===== src/rtl/insn_sequencer.sv =====
`timescale 1ns/1ps
// -----------------------------------------------------------------------------
// insn_sequencer
//
// Purpose: cycle-state register, instruction register and bus-cycle watchdog
// for a small RISC-V style core. The external decoders look at cstate_o/ir_o
// and ask for the next state, an IR load or a data bus cycle. This block
// decides on each edge whether that request completes, stalls, times out or
// traps as an illegal instruction.
//
// Parameters:
//   RESET_IR     IR contents after reset (default ADDI x0,x0,0)
//   BUS_TIMEOUT  unacknowledged bus cycles before an access fault (2..255)
//
// Ports:
//   clk_i, reset_i  clock, synchronous active-high reset
//   nstate_i        next cycle state requested by the decoders
//   defined_i       decoders recognise IR in the current cstate
//   ir_dat_irl_i    fetch: load IR from dat_i when acknowledged
//   bus_req_i       non-fetch bus cycle requested
//   ack_i, dat_i    bus acknowledge and read data
//   cstate_o        current cycle state (registered)
//   ir_o            instruction register (registered)
//   cyc_o, stall_o  bus cycle active / waiting for ack (combinational)
//   trap_o          one-cycle trap pulse (registered)
//   cause_o         mcause code of the last trap (registered)
//   retire_o        one-cycle pulse when IR is latched (registered)
// -----------------------------------------------------------------------------
module insn_sequencer #(
  parameter logic [31:0] RESET_IR    = 32'h0000_0013,
  parameter int          BUS_TIMEOUT = 16
) (
  input  logic        clk_i,
  input  logic        reset_i,
  input  logic [2:0]  nstate_i,
  input  logic        defined_i,
  input  logic        ir_dat_irl_i,
  input  logic        bus_req_i,
  input  logic        ack_i,
  input  logic [31:0] dat_i,
  output logic [2:0]  cstate_o,
  output logic [31:0] ir_o,
  output logic        cyc_o,
  output logic        stall_o,
  output logic        trap_o,
  output logic [3:0]  cause_o,
  output logic        retire_o
);

  // Cycle state the core restarts from (instruction fetch).
  localparam logic [2:0] CS_FETCH      = 3'd3;
  localparam logic [7:0] CNT_LAST      = 8'(BUS_TIMEOUT - 1);
  localparam logic [3:0] CAUSE_IFAULT  = 4'd1;
  localparam logic [3:0] CAUSE_ILLEGAL = 4'd2;
  localparam logic [3:0] CAUSE_LFAULT  = 4'd5;

  // What happens at the coming edge; the encoding order is the priority order.
  typedef enum logic [2:0] {
    EV_RESET,
    EV_ILLEGAL,
    EV_TIMEOUT,
    EV_ACK,
    EV_STALL,
    EV_IDLE
  } edge_event_t;

  logic [2:0]  cstate_reg, cstate_next;
  logic [31:0] ir_reg,     ir_next;
  logic [3:0]  cause_reg,  cause_next;
  logic [7:0]  cnt_reg,    cnt_next;
  logic        trap_reg,   trap_next;
  logic        retire_reg, retire_next;
  edge_event_t ev;

  // ---------------------------------------------------------------------------
  // Combinational bus outputs. Reset masks the request so no bus cycle is
  // started while the core is held.
  // ---------------------------------------------------------------------------
  always_comb begin
    cyc_o   = (bus_req_i | ir_dat_irl_i) & ~reset_i;
    stall_o = cyc_o & ~ack_i;
  end

  // ---------------------------------------------------------------------------
  // Next-state logic.
  // ---------------------------------------------------------------------------
  always_comb begin
    // An ack on the last allowed cycle wins over the timeout because the
    // timeout term requires stall_o, which is low when ack_i is high.
    if (reset_i)                             ev = EV_RESET;
    else if (!defined_i)                     ev = EV_ILLEGAL;
    else if (stall_o && cnt_reg == CNT_LAST) ev = EV_TIMEOUT;
    else if (cyc_o && ack_i)                 ev = EV_ACK;
    else if (cyc_o)                          ev = EV_STALL;
    else                                     ev = EV_IDLE;
  end

  always_comb begin
    cstate_next = cstate_reg;
    ir_next     = ir_reg;
    cause_next  = cause_reg;
    cnt_next    = 8'd0;       // cleared unless actively stalling
    trap_next   = 1'b0;       // pulses are re-armed every cycle
    retire_next = 1'b0;
    case (ev)
      EV_RESET: begin
        cstate_next = CS_FETCH;
        ir_next     = RESET_IR;
        cause_next  = 4'd0;
      end
      EV_ILLEGAL: begin
        // IR is left alone even if the bus acknowledges a fetch this cycle.
        cstate_next = CS_FETCH;
        trap_next   = 1'b1;
        cause_next  = CAUSE_ILLEGAL;
      end
      EV_TIMEOUT: begin
        cstate_next = CS_FETCH;
        trap_next   = 1'b1;
        cause_next  = ir_dat_irl_i ? CAUSE_IFAULT : CAUSE_LFAULT;
      end
      EV_ACK: begin
        cstate_next = nstate_i;
        if (ir_dat_irl_i) begin
          ir_next     = dat_i;
          retire_next = 1'b1;
        end
      end
      EV_STALL: begin
        cnt_next = cnt_reg + 8'd1;
      end
      EV_IDLE: begin
        cstate_next = nstate_i;
      end
      default: begin
        cstate_next = CS_FETCH;
      end
    endcase
  end

  // ---------------------------------------------------------------------------
  // State register.
  // ---------------------------------------------------------------------------
  always_ff @(posedge clk_i) begin
    cstate_reg <= cstate_next;
    ir_reg     <= ir_next;
    cause_reg  <= cause_next;
    cnt_reg    <= cnt_next;
    trap_reg   <= trap_next;
    retire_reg <= retire_next;
  end

  // ---------------------------------------------------------------------------
  // Registered outputs.
  // ---------------------------------------------------------------------------
  always_comb begin
    cstate_o = cstate_reg;
    ir_o     = ir_reg;
    cause_o  = cause_reg;
    trap_o   = trap_reg;
    retire_o = retire_reg;
  end

endmodule

===== config.mk =====
export PLATFORM = sky130hd
export DESIGN_NAME = insn_sequencer
export DESIGN_NICKNAME = d
export VERILOG_FILES = /design/src/rtl/insn_sequencer.sv
export SDC_FILE = /design/constraint.sdc
export NUM_CORES = 1
export LEC_CHECK = 0
export CORE_ASPECT_RATIO = 1.2
export CORE_MARGIN = 2
export CORE_UTILIZATION = 44
export CTS_BUF_LIST = sky130_fd_sc_hd__clkbuf_8 sky130_fd_sc_hd__clkbuf_16
export DETAILED_ROUTE_END_ITERATION = 8
export GPL_TIMING_DRIVEN = 0
export PLACE_DENSITY = 0.84
export SYNTH_ARGS = -nofsm -noshare
export SYNTH_HDL_FRONTEND = slang
export SYNTH_SLANG_ARGS = --single-unit

===== constraint.sdc =====
create_clock -name clk_i -period 4.6 [get_ports clk_i]
set_clock_uncertainty 0.1 [all_clocks]
set_input_delay 1.38 -clock clk_i [delete_from_list [all_inputs] [get_ports clk_i]]
set_output_delay 1.38 -clock clk_i [all_outputs]
set_load 0.03 [all_outputs]

## Word-level counts from Yosys, hierarchy flattened

Cells that the tools add are included.

| word-level totals | value |
|---|---|
| input port bits | 41 |
| word-level logic and storage cells | 39 |
| register bits | 49 |

| cells by class | value |
|---|---|
| mux-type cells | 12 |
| reduce and logical (&&, ||, !) cells | 8 |
| eq/ne operators | 7 |
| $add $sub $neg | 1 |
| bitwise logic cells | 5 |

Operator list:

| kind | count |
|---|---|
| $pmux 32 s2 | 1 |
| $mux 32 | 1 |
| $mux 3 | 5 |
| $pmux 4 s3 | 1 |
| $add 8x1->8 const B | 1 |
| $eq 8x4->1 const B | 1 |
| $eq 3x2->1 const B | 2 |
| $eq 3x3->1 const B | 2 |
| $pmux 3 s2 | 1 |
| $reduce_or 2->1 | 2 |
| $eq 3x1->1 const B | 1 |
| $logic_not 3->1 | 1 |
| $mux 1 | 3 |
| $reduce_bool 3->1 | 1 |
| $and 1x1->1 | 2 |
| $logic_and 1x1->1 | 2 |
| $ne 2x2->1 const B | 1 |
| $not 1->1 | 2 |
| $reduce_and 2->1 | 1 |
| $reduce_bool 2->1 | 1 |
| $or 1x1->1 | 1 |

## Longest topological paths before layout

Gate-level depths: netlist of the first run.

| depth | value |
|---|---|
| depth in word-level cells | 10 |
| mapped depth | 4 |

## Least setup slack after synthesis of the first run

No wires, ideal clock.

| timing | value |
|---|---|
| path type | input -> output |
| start | input bus_req_i |
| end | output stall_o |
| data arrival time | 2083 ps |
| stages on the path | 2 |
| setup slack | 1037 ps |
| cell sequence | nor2_1 -> nor3_1 |

| between the ends | value |
|---|---|
| word-level cells in the longest chain between the ends | 3 |

Ends and longest elaborated chain:

| item | line | source |
|---|---|---|
| start: declaration | 38 | `input logic bus_req_i,` |
| $or 1x1->1 | 80 | `cyc_o = (bus_req_i \| ir_dat_irl_i) & ~reset_i;` |
| $and 1x1->1 | 80 |  |
| $and 1x1->1 | 81 | `stall_o = cyc_o & ~ack_i;` |
| end: declaration | 44 | `output logic stall_o,` |

No other way between the ends.

## Final worst setup path of the first run

| timing | value |
|---|---|
| start | input reset_i |
| end | output stall_o |

| between the ends | value |
|---|---|
| word-level cells in the longest chain between the ends | 3 |

Ends and longest elaborated chain:

| item | line | source |
|---|---|---|
| start: declaration | 34 | `input logic reset_i,` |
| $not 1->1 | 80 |  |
| $and 1x1->1 | 80 |  |
| $and 1x1->1 | 81 |  |

No other way between the ends.

==> results.md, run 1 <==
- CTS tree: built
- Total power draw: 1.003 mW
- Unrepaired setup endpoints after global routing: no
- Worst relative slew slack: about half
- Placed insts: 275
- Max reg flops: 32
- Synth warn: 0
- Worst-path maximum fanout: 6
- First-pass GRT wire length: about 5500 um
- Yosys top cell area share: a little over 60%
- Synth Register Bits: between 40 and 50
- Antenna-violating nets left: 0
- WL/cell: 12.96 um
- Met2 usage: 27.13%
- Hold Startpoint: cnt_reg[0]$_SDFF_PP0_
- Crit. End Element: output port
- Most numerous cell in the Yosys netlist: edfxtp_1
- R2r setup slk: ~3 ns
- Critical Path Start: reset_i
- Number of cell rows: 26
- Prevailing post-synth register cell: edfxtp_1
- Peak VDD IR: between 0.15 and 0.2 mV
- H-Tree Depth: 2
- Post-synth ARST share: 0%
- Pin count of the biggest net entering global routing: 33
- # Post-CTS Setup Buffers: 0
- ANT cells: 0
- Antenna violations before repair: 0
- Highest Clock Rate: 0.2327 GHz
- Pwr dens: 345.6 mW/mm2
- Fin cells: 282
- Met1 GRT Util: between 10% and 20%
- Clock transition at the registers of the reported paths: approximately 0.080 ns
- Max-slew violations: 0
- Area Overhead vs Synth: 54.19%
- WP data arrival: 2.82 ns
- CTS Buffer Depth: 2
- Synthesized Nets: roughly 180
- Outcome: complete, no violations
- Port buffer count: between 80 and 90
- Top Usage Layer GRT: met2
- Worst hold-check path type: flop to flop
- Fin crit share: between 90% and 100%
- Vias: 1324
- Final wirelength: about 3700 um
- Vias/cell: about 4.7
- Leading cell types by count after synthesis: edfxtp_1 (38), and2_1 (29), dfxtp_1 (10)
- Worst slew pin tran: around 0.72 ns
- Worst R2R Start: cnt_reg[4]$_SDFF_PP0_
- Crit path time final: ~4.3 ns
- Cts bufs inserted: 5
- Number of global-route vias before repair: between 1000 and 1500
- Initial drt markers: 76
- DRC: 0
- M3 GR Usage: 5.613%
- Core Area: around 0.0042 mm2
- Clk Latency, worst-skew pair: 0.29 ns
- Die height: between 70 and 80 um
- Post-synthesis sequential area ratio: a little under three quarters
- Final Hold Viols: 0
- Top cells by area, synth: edfxtp_1 (61%), dfxtp_1 (11%), and2_1 (9.6%), nor2_1 (1.6%), o21ai_0 (1.3%)
- Total Routing Usage GR: 15.52%
- Synthesized area per cell: about 14 um2
- Fin Hold WS: just under 0.4 ns
- Root Buffer: clkbuf_8
- Lkg Pwr: between 1 and 1.5 nW
- Nets: 268
- Number of I/O pins: 84
- Distinct cells, synth: 31
- Layout Utilization: 69.14%
- Worst setup path class: input pin to output port
- Post-synth EDFFs: 38
- Clk sinks: 48
- Share of layout cells above drive strength 1: about 8%
- Netlist Area Pre-Place: 0.001882 mm2
- Cts repair resizes: 0
- Initial core utilization: approximately 45%
- GRT Residual Overflow: 0
- Maxcap violations: 0
- TNS Setup: 0 ns
- Critical Path RT: ~3.1 ns
- Die X: around 64 um
- Area leader, netlist: edfxtp_1
- Post-Synthesis Cells: approximately 140
- TritonRoute pass-1 iters: 4
- GPL Wtd Cong: 0.7419
- Crit start category: input pin
- HPWL Detailed: approximately 2800 um
- Die area: 0.004818 mm2
- Final Setup Violations: 0
- CTS Hold Bufs: 0
[metal layers]
layer | vias to the layer above | part of all wire (%) | routed length [um]
li1 | 656 | - | -
met1 | 589 | 40 | 1469
met2 | 72 | 49 | 1783
met3 | 7 | 9.8 | 359
met4 | 0 | 1.2 | 45
met5 | - | 0 | 0
[worst paths after layout]
kind	cells past startpoint	to
max	3	stall_o
max reg2reg	3	cause_o[0]$_DFFE_PP_
min reg2reg	1	cnt_reg[0]$_SDFF_PP0_
min	1	cnt_reg[0]$_SDFF_PP0_
[cell type report]
type	instances	area (um2)
sequential	48	1341
fill	293	1295
buffer	4	21.27
tap	56	70.07
multi-input combinational	80	500.5
clock buffer	5	68.82
clock inverter	2	60.06
inverter	5	18.77
timing repair buffer	82	820.8
[worst max-delay path: stages]
cell and delay, ns:
clkdlybuf4s50_1 0.52, nor3_1 0.22, clkdlybuf4s50_1 0.69
[stage by stage]
| step | worst slack, ns | instance area (um2) |
|---|---|---|
| 6_report | 0.3035 | 2902 |
| 5_1_grt | 0.2155 | 2902 |
| 4_1_cts | 0.2919 | 2902 |
| 3_5_place_dp | 0.3108 | 2773 |
| 3_3_place_gp | 0.2980 | 2773 |
| 2_1_floorplan | 1.037 | 1882 |
[power breakdown]
group | switching, mW | total (mW) | internal (mW)
logic | 0.0822 | 0.161 | 0.0785
registers | 0.00695 | 0.500 | 0.493
clock network | 0.128 | 0.342 | 0.214
[layout by cell type (no fill, tap or decap), drive strengths merged, types with 4 or more instances in the layout]
master,n
a21oi,4
and2,29
clkbuf,7
clkdlybuf4s50,82
dfxtp,10
edfxtp,38
inv,5
nand2,4
nor2,8
o21ai,5
[cell families after synthesis]
logic type / synth area share, %
simple gates: 20.35
flops: 71.28
compound gates: 4.920
buf+inv: 2.127
xor+xnor: 0.4655
fa+ha+maj: 0.6648
other cells: 0.1993
Note: power is estimated with default switching activity, not from simulation.
==> inputs of run 2 (changes only) <==
--- a/config.mk
+++ b/config.mk
@@ -12,6 +12,7 @@
 export DETAILED_ROUTE_END_ITERATION = 8
 export GPL_TIMING_DRIVEN = 0
 export PLACE_DENSITY = 0.84
+export SLEW_MARGIN = 15
 export SYNTH_ARGS = -nofsm -noshare
 export SYNTH_HDL_FRONTEND = slang
 export SYNTH_SLANG_ARGS = --single-unit
==> results of run 2 <==
The final DEF is identical to that of run 1; final timing and power are the same.
==> inputs of run 3 (changes only) <==
--- a/config.mk
+++ b/config.mk
@@ -5,6 +5,7 @@
 export SDC_FILE = /design/constraint.sdc
 export NUM_CORES = 1
 export LEC_CHECK = 0
+export CAP_MARGIN = 40
 export CORE_ASPECT_RATIO = 1.2
 export CORE_MARGIN = 2
 export CORE_UTILIZATION = 44
==> results of run 3 <==
The final DEF is identical to that of run 1; final timing and power are the same.
